`config.mk`:
```
export PLATFORM = sky130hd
export DESIGN_NAME = me_search_row_flat
export DESIGN_NICKNAME = d
export VERILOG_FILES = /design/src/rtl/me_search_row_pkg.sv /design/src/rtl/me_search_row_if.sv /design/src/rtl/me_search_row_sad_pe.sv /design/src/rtl/me_search_row.sv /design/src/flat_wrapper.sv
export SDC_FILE = /design/constraint.sdc
export NUM_CORES = 1
export LEC_CHECK = 0
export ABC_AREA = 1
export BUFFER_PORTS_ARGS = -buffer_cell sky130_fd_sc_hd__buf_2
export CORE_MARGIN = 2
export CORE_UTILIZATION = 50
export CTS_CLUSTER_DIAMETER = 200
export DETAILED_ROUTE_END_ITERATION = 12
export PLACE_DENSITY = 0.67
export RECOVER_POWER = 50
export SYNTH_ARGS = -nofsm -noshare
export SYNTH_HDL_FRONTEND = slang
export SYNTH_SLANG_ARGS = --single-unit
```
`constraint.sdc`:
```
create_clock -name clk -period 10.8 [get_ports clk]
set_clock_uncertainty 0.05 [all_clocks]
set_input_delay 0.54 -clock clk [delete_from_list [all_inputs] [get_ports clk]]
set_output_delay 0.54 -clock clk [all_outputs]
set_load 0.01 [all_outputs]
```
`src/rtl/me_search_row_pkg.sv`:
```
`default_nettype none
// ============================================================================
//  Module      : me_pkg
//  Description : Shared helpers and FSM state type for the motion-estimation
//                search row.
//  Revision    : 1.0 - initial release
// ============================================================================
package me_pkg;

  function automatic int clog2(input int value);
    int r;
    r = 0;
    while ((1 << r) < value) r = r + 1;
    return r;
  endfunction

  // Index width that never collapses to zero bits
  function automatic int idx_width(input int count);
    return (count <= 2) ? 1 : clog2(count);
  endfunction

  function automatic int acc_width(input int pix_w, input int blk_size);
    return pix_w + 2 * clog2(blk_size);
  endfunction

  typedef enum logic [1:0] {
    ST_IDLE  = 2'd0,
    ST_RUN   = 2'd1,
    ST_DRAIN = 2'd2,
    ST_DONE  = 2'd3
  } state_t;

endpackage
`default_nettype wire

```
`src/rtl/me_search_row_if.sv`:
```
`default_nettype none
// ============================================================================
//  Module      : me_search_row_if
//  Description : Control, pixel-stream and result bundle of me_search_row.
//  Revision    : 1.0 - initial release
// ============================================================================
interface me_search_row_if #(
  parameter int BLK_SIZE = 8,
  parameter int N_PE     = 8,
  parameter int PIX_W    = 8
) ();
  import me_pkg::*;

  localparam int ACC_W = acc_width(PIX_W, BLK_SIZE);
  localparam int J_W   = idx_width(N_PE);

  logic                  start;
  logic [7:0]            n_rows;
  logic                  busy;
  logic                  in_valid;
  logic                  in_ready;
  logic [PIX_W-1:0]      cur_pix;
  logic [N_PE*PIX_W-1:0] ref_pix;
  logic                  done;
  logic [ACC_W-1:0]      best_sad;
  logic [7:0]            best_i;
  logic [J_W-1:0]        best_j;

  modport master (
    output start, n_rows, in_valid, cur_pix, ref_pix,
    input  busy, in_ready, done, best_sad, best_i, best_j
  );

  modport slave (
    input  start, n_rows, in_valid, cur_pix, ref_pix,
    output busy, in_ready, done, best_sad, best_i, best_j
  );

endinterface
`default_nettype wire

```
`src/rtl/me_search_row_sad_pe.sv`:
```
`default_nettype none
// ============================================================================
//  Module      : sad_pe
//  Description : Three-stage |cur - ref| accumulator; first beat loads.
//  Revision    : 1.0 - initial release
// ============================================================================
module sad_pe #(
  parameter int PIX_W = 8,
  parameter int ACC_W = 14
) (
  input  logic             clk,
  input  logic             reset_n,
  input  logic             en,
  input  logic             first,
  input  logic [PIX_W-1:0] cur_pix,
  input  logic [PIX_W-1:0] ref_pix,
  output logic [ACC_W-1:0] acc
);

  logic             r_v1, r_f1, r_v2, r_f2;
  logic [PIX_W:0]   r_diff;
  logic [PIX_W:0]   w_neg;
  logic [PIX_W-1:0] r_abs;
  logic [ACC_W-1:0] r_acc;

  assign w_neg = -r_diff;
  assign acc   = r_acc;

  always_ff @(posedge clk or negedge reset_n) begin
    if (!reset_n) begin
      r_v1   <= 1'b0;
      r_f1   <= 1'b0;
      r_v2   <= 1'b0;
      r_f2   <= 1'b0;
      r_diff <= '0;
      r_abs  <= '0;
      r_acc  <= '0;
    end else begin
      r_v1 <= en;
      r_v2 <= r_v1;
      if (en) begin
        r_f1   <= first;
        r_diff <= {1'b0, cur_pix} - {1'b0, ref_pix};
      end
      if (r_v1) begin
        r_f2  <= r_f1;
        r_abs <= r_diff[PIX_W] ? w_neg[PIX_W-1:0] : r_diff[PIX_W-1:0];
      end
      if (r_v2) begin
        r_acc <= r_f2 ? ACC_W'(r_abs) : r_acc + ACC_W'(r_abs);
      end
    end
  end

endmodule
`default_nettype wire

```
`src/rtl/me_search_row.sv`:
```
`default_nettype none
// ============================================================================
//  Module      : me_search_row
//  Description : Block-matching row engine: N_PE SAD PEs, row capture buffer
//                and a minimum-SAD scan that overlaps the next row.
//  Revision    : 1.0 - initial release
// ============================================================================
module me_search_row
  import me_pkg::*;
#(
  parameter int BLK_SIZE = 8,
  parameter int N_PE     = 8,
  parameter int PIX_W    = 8
) (
  input  logic           clk,
  input  logic           reset_n,
  me_search_row_if.slave bus
);

  localparam int BLK_SQ = BLK_SIZE * BLK_SIZE;
  localparam int ACC_W  = acc_width(PIX_W, BLK_SIZE);
  localparam int J_W    = idx_width(N_PE);
  localparam int B_W    = idx_width(BLK_SQ);
  localparam logic [B_W-1:0] C_LAST_BEAT = B_W'(BLK_SQ - 1);
  localparam logic [J_W-1:0] C_LAST_PE   = J_W'(N_PE - 1);

  state_t           r_state;
  logic [B_W-1:0]   r_beat_cnt;
  logic [7:0]       r_row_cnt, r_rows, r_fin_row, r_buf_row;
  logic [2:0]       r_fin_pipe;
  logic             r_scan_active, r_cand_valid;
  logic [J_W-1:0]   r_scan_idx, r_cand_j, r_best_j;
  logic [ACC_W-1:0] r_buf [N_PE];
  logic [ACC_W-1:0] r_cand_sad, r_best_sad;
  logic [7:0]       r_cand_i, r_best_i;
  logic [ACC_W-1:0] w_acc [N_PE];
  logic             w_start, w_ready, w_accept, w_last_beat, w_last_row, w_first;

  assign w_start     = bus.start && (r_state == ST_IDLE);
  assign w_last_beat = (r_beat_cnt == C_LAST_BEAT);
  assign w_last_row  = (r_row_cnt == r_rows - 8'd1);
  assign w_first     = (r_beat_cnt == '0);
  // Hold a row's final beat while the buffer still serves the previous scan
  assign w_ready     = (r_state == ST_RUN) && !(w_last_beat && r_scan_active);
  assign w_accept    = bus.in_valid && w_ready;

  assign bus.in_ready = w_ready;
  assign bus.busy     = (r_state != ST_IDLE);
  assign bus.done     = (r_state == ST_DONE);
  assign bus.best_sad = r_best_sad;
  assign bus.best_i   = r_best_i;
  assign bus.best_j   = r_best_j;

  generate
    for (genvar j = 0; j < N_PE; j++) begin : g_pe
      sad_pe #(.PIX_W(PIX_W), .ACC_W(ACC_W)) u_pe (
        .clk     (clk),
        .reset_n (reset_n),
        .en      (w_accept),
        .first   (w_first),
        .cur_pix (bus.cur_pix),
        .ref_pix (bus.ref_pix[j*PIX_W +: PIX_W]),
        .acc     (w_acc[j])
      );
    end
  endgenerate

  always_ff @(posedge clk or negedge reset_n) begin
    if (!reset_n) begin
      r_state    <= ST_IDLE;
      r_beat_cnt <= '0;
      r_row_cnt  <= '0;
      r_rows     <= 8'd1;
      r_fin_row  <= '0;
      r_fin_pipe <= '0;
    end else begin
      // Tracks a finished row through the three PE stages
      r_fin_pipe <= {r_fin_pipe[1:0], w_accept && w_last_beat};
      case (r_state)
        ST_IDLE: begin
          if (w_start) begin
            r_state    <= ST_RUN;
            r_rows     <= (bus.n_rows == 8'd0) ? 8'd1 : bus.n_rows;
            r_beat_cnt <= '0;
            r_row_cnt  <= '0;
          end
        end
        ST_RUN: begin
          if (w_accept) begin
            if (w_last_beat) begin
              r_beat_cnt <= '0;
              r_row_cnt  <= r_row_cnt + 8'd1;
              r_fin_row  <= r_row_cnt;
              if (w_last_row) r_state <= ST_DRAIN;
            end else begin
              r_beat_cnt <= r_beat_cnt + B_W'(1);
            end
          end
        end
        ST_DRAIN: begin
          if (r_fin_pipe == 3'b000 && !r_scan_active && !r_cand_valid) r_state <= ST_DONE;
        end
        ST_DONE:  r_state <= ST_IDLE;
        default:  r_state <= ST_IDLE;
      endcase
    end
  end

  always_ff @(posedge clk) begin
    if (r_fin_pipe[2]) begin
      for (int k = 0; k < N_PE; k++) r_buf[k] <= w_acc[k];
    end
  end

  always_ff @(posedge clk or negedge reset_n) begin
    if (!reset_n) begin
      r_buf_row     <= '0;
      r_scan_active <= 1'b0;
      r_scan_idx    <= '0;
      r_cand_valid  <= 1'b0;
      r_cand_sad    <= '0;
      r_cand_i      <= '0;
      r_cand_j      <= '0;
      r_best_sad    <= '1;
      r_best_i      <= '0;
      r_best_j      <= '0;
    end else begin
      if (r_fin_pipe[2]) begin
        r_buf_row     <= r_fin_row;
        r_scan_active <= 1'b1;
        r_scan_idx    <= '0;
      end else if (r_scan_active) begin
        r_scan_idx <= r_scan_idx + J_W'(1);
        if (r_scan_idx == C_LAST_PE) r_scan_active <= 1'b0;
      end
      r_cand_valid <= r_scan_active;
      r_cand_sad   <= r_buf[r_scan_idx];
      r_cand_i     <= r_buf_row;
      r_cand_j     <= r_scan_idx;
      // Strict less-than keeps the earliest candidate on ties
      if (w_start) begin
        r_best_sad <= '1;
        r_best_i   <= '0;
        r_best_j   <= '0;
      end else if (r_cand_valid && (r_cand_sad < r_best_sad)) begin
        r_best_sad <= r_cand_sad;
        r_best_i   <= r_cand_i;
        r_best_j   <= r_cand_j;
      end
    end
  end

endmodule
`default_nettype wire

```
`src/flat_wrapper.sv`:
```
// flat-port wrapper written by rule: the top's interface ports become plain ports
module me_search_row_flat import me_pkg::*;
#(
  parameter int BLK_SIZE = 8,
  parameter int N_PE     = 8,
  parameter int PIX_W    = 8
)
  (clk, reset_n, bus_start, bus_n_rows, bus_in_valid, bus_cur_pix, bus_ref_pix, bus_busy, bus_in_ready, bus_done, bus_best_sad, bus_best_i, bus_best_j);
  me_search_row_if #(.BLK_SIZE(BLK_SIZE), .N_PE(N_PE), .PIX_W(PIX_W)) bus_i ();
  input  logic clk;
  input  logic reset_n;
  input wire logic [$bits(bus_i.start)-1:0] bus_start;
  input wire logic [$bits(bus_i.n_rows)-1:0] bus_n_rows;
  input wire logic [$bits(bus_i.in_valid)-1:0] bus_in_valid;
  input wire logic [$bits(bus_i.cur_pix)-1:0] bus_cur_pix;
  input wire logic [$bits(bus_i.ref_pix)-1:0] bus_ref_pix;
  output wire logic [$bits(bus_i.busy)-1:0] bus_busy;
  output wire logic [$bits(bus_i.in_ready)-1:0] bus_in_ready;
  output wire logic [$bits(bus_i.done)-1:0] bus_done;
  output wire logic [$bits(bus_i.best_sad)-1:0] bus_best_sad;
  output wire logic [$bits(bus_i.best_i)-1:0] bus_best_i;
  output wire logic [$bits(bus_i.best_j)-1:0] bus_best_j;
  assign bus_i.start = bus_start;
  assign bus_i.n_rows = bus_n_rows;
  assign bus_i.in_valid = bus_in_valid;
  assign bus_i.cur_pix = bus_cur_pix;
  assign bus_i.ref_pix = bus_ref_pix;
  assign bus_busy = bus_i.busy;
  assign bus_in_ready = bus_i.in_ready;
  assign bus_done = bus_i.done;
  assign bus_best_sad = bus_i.best_sad;
  assign bus_best_i = bus_i.best_i;
  assign bus_best_j = bus_i.best_j;
  me_search_row #(.BLK_SIZE(BLK_SIZE), .N_PE(N_PE), .PIX_W(PIX_W)) u_core (.clk(clk), .reset_n(reset_n), .bus(bus_i));
endmodule
```
==> results of run 1 <==
layer usage:
layer  wire length [um]  global-route usage (%)  vias to the layer above
met4               1524                   7.379                        0
met1              28900                   32.83                     9677
met3               2964                   2.816                       88
met2              27190                   36.94                      518
met5                  0                       0                        -
li1                   -                       -                    10310
report_power, final:
part           switching (mW)  internal (mW)
logic                    1.56          0.916
registers               0.443           2.27
clock network           0.716           1.02
total                    2.72           4.20
state kept, by name (all words and copies together) (netlist names), 2 cells and up:
signal / flops
u_core.bus.best_j: 3
u_core.g_pe.u_pe.r_diff: 72
u_core.r_buf_row: 8
u_core.r_scan_idx: 3
u_core.r_row_cnt: 8
u_core.r_cand_i: 8
u_core.r_beat_cnt: 6
u_core.r_cand_j: 3
u_core.g_pe.u_pe.r_abs: 64
u_core.r_buf: 112
u_core.r_fin_pipe: 3
u_core.r_fin_row: 8
u_core.bus.best_i: 8
u_core.r_rows: 8
u_core.bus.best_sad: 14
u_core.g_pe.u_pe.acc: 112
u_core.r_cand_sad: 14
u_core.r_state: 2
path summary, 6_finish.rpt:
| path | startpoint | to | slack, ns | depth (start not counted) |
|---|---|---|---|---|
| min in group asynchronous | reset_n | u_core.r_cand_sad[11] | 0.55 | 2 |
| worst min-delay path | bus_n_rows[4] | u_core.r_rows[4] | 0.12 | 3 |
| worst max register to register | u_core.g_pe[0].u_pe.r_v2 | u_core.g_pe[5].u_pe.acc[12] | 5.77 | 6 |
| worst min register to register | u_core.r_buf_row[4] | u_core.r_cand_i[4] | 0.32 | 0 |
| worst max-delay path | u_core.g_pe[0].u_pe.r_v2 | u_core.g_pe[5].u_pe.acc[12] | 5.77 | 6 |
| max in group asynchronous | reset_n | u_core.g_pe[1].u_pe.r_diff[2] | 6.29 | 3 |
cell type report:
| class | count | share of cell area [%] |
|---|---|---|
| timing repair buffer | 128 | 2.320 |
| clock buffer | 64 | 4.816 |
| tap | 672 | 2.969 |
| antenna | 1 | 0.008837 |
| sequential | 462 | 42.87 |
| inverter | 289 | 3.831 |
| clock inverter | 27 | 1.082 |
| multi-input combinational | 2198 | 42.10 |
cells in the mapped netlist (7+ instances only):
| master | count | area share, % |
|---|---|---|
| a21oi_1 | 190 | 3.7 |
| a22o_1 | 7 | 0.24 |
| a31oi_1 | 17 | 0.41 |
| buf_2 | 12 | 0.23 |
| clkbuf_1 | 71 | 1.0 |
| dfrtp_1 | 335 | 33 |
| dfstp_2 | 15 | 1.5 |
| edfxtp_1 | 112 | 13 |
| fa_1 | 16 | 1.2 |
| ha_1 | 160 | 7.8 |
| inv_1 | 284 | 4.2 |
| nand2_1 | 756 | 11 |
| nand2_2 | 7 | 0.17 |
| nand3_1 | 137 | 2.7 |
| nand4_1 | 18 | 0.44 |
| nor2_1 | 285 | 4.2 |
| nor3_1 | 24 | 0.47 |
| nor3b_1 | 10 | 0.29 |
| o2111ai_1 | 7 | 0.24 |
| o211ai_1 | 15 | 0.44 |
| o21a_1 | 13 | 0.38 |
| o21ai_0 | 324 | 6.3 |
| o21ai_2 | 16 | 0.55 |
| o21bai_1 | 11 | 0.32 |
| o221ai_1 | 14 | 0.48 |
| o22ai_1 | 21 | 0.51 |
| or2_2 | 40 | 0.98 |
| xnor2_1 | 8 | 0.27 |
| xor2_1 | 77 | 2.6 |
stage by stage:
step / utilization, % / cell area, um^2 / total power [mW] / setup slack, ns
after floorplan: - / 25640 / 4.529 / 7.177
after global placement: 53.03 / 26710 / 5.090 / 8.115
after detailed placement: 53.03 / 26710 / 5.199 / 8.040
after CTS: 56.37 / 28390 / 6.957 / 8.042
after global routing: 56.21 / 28320 / 7.482 / 5.371
final: 56.21 / 28320 / 6.922 / 5.770
worst reg2reg max path, delay by kind of cell (launching register included):
| kind | cells | cell delay (ns) |
|---|---|---|
| DFF | 1 | 0.38 |
| AOI/OAI and AO/OA | 2 | 0.78 |
| buffers and inverters | 2 | 3.19 |
| and+or+nand+nor | 2 | 0.58 |
cells by family (layout without fill, tap and decap cells):
logic type	after synthesis	after routing	synth area share, %
flops	462	462	47.34
compound gates	646	646	13.94
buf+inv	388	508	6.079
xor+xnor	85	85	2.903
fa+ha+maj	176	176	9.056
simple gates	1291	1291	20.67
other cells	0	1	0
what timing repair did:
action,in CTS,in global routing
hold buffers,1,0
setup buffers,0,0
endpoints found under the hold margin,78,0
==> impl_metrics.json, run 1 <==
{
  "endpoint_kind": "flop",
  "yosys_warnings": 0,
  "num_rows": 82,
  "drtIter0Drc": 1461,
  "hold_class": "in -> reg",
  "holdWs_ns": 0.1160,
  "ir_drop_uv": 140.3,
  "stdcell_count": 3841,
  "cp_common_cell": "clkbuf_1",
  "worstSetupStartpointType": "flop",
  "cap_violations": 10,
  "avgSynthCellArea_um2": 8.413,
  "final_antenna_net_count": 0,
  "cts_resized": 0,
  "fillers": 4607,
  "clock_sinks": 462,
  "max_stage_delay_ns": 2.23,
  "die_x_um": 230.5,
  "multi_input_area_um2": 11920,
  "place_hpwl_um": 42600,
  "cts_max_path_buffers": 3,
  "vias": 20590,
  "tightest_slew_ns": 3.486,
  "grt_pass1_vias": 19600,
  "overflow": 0,
  "finalCritPeriodShare_pct": 46.57,
  "seqCellArea_um2": 12140,
  "final_cell_mix": "758 x nand2_1, 335 x dfrtp_1, 324 x o21ai_0, 285 x inv_1, 285 x nor2_1",
  "synth_seq_cells": 462,
  "dieArea_um2": 53110,
  "antenna_found_initial": 1,
  "cts_buffers": 49,
  "worstSkewPairLatency_ns": 0.60,
  "fin_nets": 3388,
  "rsz0062_at_grt": "false",
  "hold_violations": 0,
  "wirelength_um": 60580,
  "htree_levels": 2,
  "path_class": "reg -> reg",
  "syn_inst": 3048,
  "clock-root-buffer": "clkbuf_16",
  "drv_slew": 494,
  "status": "complete, but fails checks",
  "drive_gt1_share_pct": 8.112,
  "synth_edf_count": 112,
  "seq_area_frac_synth_pct": 47.34,
  "boundaryPins": 112,
  "final_common_cell": "nand2_1",
  "critPathArrivalTime_ns": 5.51,
  "chipHeight_um": 230.5,
  "powerDensity_nw_per_um2": 244.4,
  "critical_path_buf_inv_count": 2,
  "ys.flop_type": "dfrtp_1",
  "start_util_pct": 50.90,
  "grt_pass1_wl_um": 99810,
  "timing.slew.headroom_pct": -132.4,
  "track_usage_pct": 23.08,
  "place_inst": 3748,
  "post-route-min-period_ns": 5.030,
  "cp_max_fo": 57,
  "clk_pin_slew_ns": 0.06,
  "viasPerCell": 5.360,
  "port_buffers": 111,
  "fmax_mhz": 198.8,
  "slowest_stage": "clkbuf_1",
  "wl_per_cell_um": 15.77,
  "leakagePower_nw": 13.45,
  "first_pass_iters": 5,
  "setup_viol": 0,
  "critical_path_required_ns": 11.28,
  "synth_cell_type_count": 49,
  "netlist_area_um2": 25640,
  "async_flop_share_pct": 75.76,
  "flow.area_growth_from_synthesis_pct": 10.43,
  "crit_family": "buffers and inverters",
  "synth_nets": 3308,
  "routabilityCongestion": 0.8945,
  "path_cells": "clkbuf_1, nand2_2, clkbuf_1, o21ai_0, nand2_1, o21a_1",
  "finalSetupTns_ns": 0,
  "core_area_um2": 50380,
  "grt_max_degree": 187,
  "drc": 0,
  "violations": "max-capacitance violations, max-slew violations",
  "cts_tree": "done"
}
No activity file was read; power rests on OpenSTA's default activity.
==> run 2, diff against run 1 <==
- PLACE_DENSITY: 0.67 -> 0.69
- clock period: 10.8 -> 4.4 ns (I/O delays scaled with it)
==> run 2 against run 1 <==
Against the previous run: the run still ends with max-capacitance violations, max-slew violations left; sequential share of layout area shrank 0.55 points; clock-buffer cell count grew 6; worst hold slack lost 0.039 ns; worst setup slack lost 4.7 ns; first-iteration DRC count grew 3.7%; sequential power grew 150%; maximum frequency grew 49%; final area grew 1.3%; highest routed layer unchanged.
==> impl_metrics.json, run 2 (synthesis results as in run 1) <==
{
  "post-route-min-period_ns": 3.372,
  "cts_max_path_buffers": 3,
  "internal_power_mw": 10.40,
  "drv_slew": 170,
  "viasPerCell": 5.345,
  "rr_startpoint": "u_core.r_fin_pipe[2]",
  "endpoint_kind": "flop",
  "powerDensity_nw_per_um2": 594.8,
  "r2r_cells": 1,
  "rsz0062_at_grt": "false",
  "final_common_cell": "nand2_1",
  "start_util_pct": 50.90,
  "grt_max_degree": 113,
  "timing.rr.end": "u_core.r_buf[4][3]",
  "setup_viol": 0,
  "place_hpwl_um": 42940,
  "clk_pin_slew_ns": 0.07,
  "critPathArrivalTime_ns": 3.52,
  "drtIter0Drc": 1515,
  "cp_max_fo": 64,
  "worstSetupStartpointType": "flop",
  "fin_nets": 3416,
  "routabilityCongestion": 0.8819,
  "crit_family": "flip-flops",
  "min_from": "bus_start",
  "num_rows": 82,
  "p_comb_share_pct": 36.0,
  "vias": 20680,
  "chipHeight_um": 230.5,
  "status": "complete, but fails checks",
  "grt_pass1_vias": 19920,
  "final_cell_mix": "755 x nand2_1, 335 x dfrtp_1, 324 x o21ai_0, 285 x nor2_1, 284 x inv_1",
  "pwr-share-seq_pct": 39.0,
  "path_class": "reg -> reg",
  "clock_sinks": 462,
  "overflow": 0,
  "drc": 0,
  "track_usage_pct": 23.17,
  "flow.area_growth_from_synthesis_pct": 11.87,
  "grt_pass1_wl_um": 100900,
  "hold_class": "in -> reg",
  "die_x_um": 230.5,
  "wirelength_um": 60890,
  "drive_gt1_share_pct": 8.482,
  "finalCritPeriodShare_pct": 76.63,
  "switching_power_mw": 6.664,
  "antenna_found_initial": 0,
  "first_pass_iters": 7,
  "cts_buffers": 48,
  "hold_buffers": 26,
  "stdcell_count": 3868,
  "hold-path-endpoint": "u_core.r_beat_cnt[4]",
  "final_antenna_net_count": 0,
  "ir_drop_uv": 402.7,
  "core_area_um2": 50380,
  "worstSkewPairLatency_ns": 0.60,
  "hold_violations": 0,
  "htree_levels": 2,
  "post-cts-setup-buffer-count": 0,
  "setup.worst_path.start": "u_core.r_fin_pipe[2]",
  "p_clk_share_pct": 25.1,
  "dieArea_um2": 53110,
  "violations": "max-capacitance violations, max-slew violations",
  "wl_per_cell_um": 15.74,
  "swShare_pct": 39.06,
  "timing.slew.headroom_pct": -58.18,
  "clock-root-buffer": "clkbuf_16",
  "min_path_cells": 5,
  "reg2reg_slack_ns": 1.03,
  "tightest_slew_ns": 2.373,
  "critical_path_required_ns": 4.55,
  "fmax_mhz": 296.6,
  "holdWs_ns": 0.07725,
  "cts_resized": 0,
  "cts_tree": "done",
  "boundaryPins": 112,
  "placed_cell_area_um2": 26760,
  "slowest_stage": "dfrtp_1",
  "port_buffers": 111,
  "place_inst": 3752,
  "leakagePower_nw": 13.66,
  "stdcell_area_um2": 28690,
  "path_cells": "buf_4",
  "critical_path_buf_inv_count": 1,
  "max_stage_delay_ns": 1.95,
  "cap_violations": 4,
  "finalSetupTns_ns": 0,
  "place_ws_ns": 1.692,
  "setup_slack_ns": 1.028
}
## run 2: cell count changes in the layout (fill, tap and decap cells not counted), sizes merged
cell	change
buf	+10
clkinvlp	-3
inv	+2
clkinv	-5
dlygate4sd3	+25
bufinv	-2
## run 2: per-stage QoR
step                      utilization (%)  power [mW]
after global routing                56.94       18.43
after global placement              53.11       12.47
after floorplan                         -       11.12
after detailed placement            53.11       12.78
after CTS                           57.01       17.13
final                               56.94       17.06
## run 2: worst max-delay path by stage
stage / slack [ns] / end / depth (start not counted)
final: 1.03 / u_core.r_buf[4][3] / 1
after global routing: 0.77 / u_core.r_buf[4][7] / 1
after CTS: 1.66 / u_core.r_row_cnt[2] / 9
after detailed placement: 1.69 / u_core.r_row_cnt[2] / 9
after global placement: 1.83 / u_core.r_fin_row[4] / 10
after floorplan: 0.78 / u_core.r_state[0] / 8
## run 2: layout make-up
class,instances,area (um^2)
tap,672,840.8
multi-input combinational,2198,11950
inverter,289,1085
antenna,1,2.502
timing repair buffer,157,969.7
clock buffer,70,1493
fill,4420,21690
sequential,462,12140
clock inverter,19,209.0
## run 2: tightest hold or removal path, cell delays in order
cell and delay, ns:
buf_2 0.12, nor2_1 0.10, a21oi_1 0.07, nand2_2 0.09
o31ai_1 0.07
## run 2: power groups by stage
stage | sequential [mW] | clock (mW) | combinational, mW
5_1_grt | 6.79 | 4.53 | 7.11
2_1_floorplan | 6.35 | 0 | 4.76
6_report | 6.65 | 4.28 | 6.14
4_1_cts | 6.64 | 4.36 | 6.13
3_5_place_dp | 6.71 | 0 | 6.07
3_3_place_gp | 6.64 | 0 | 5.83
## run 2: routing by layer
metal  share of wire, %  up-vias  wire [um]  GRT usage [%]
met4                2.0        0       1246          5.706
met3                4.9       92       2967          2.767
met1                 47     9712      28710          32.59
li1                   -    10370          -              -
met5                  0        -          0              0
met2                 46      507      27970          38.38
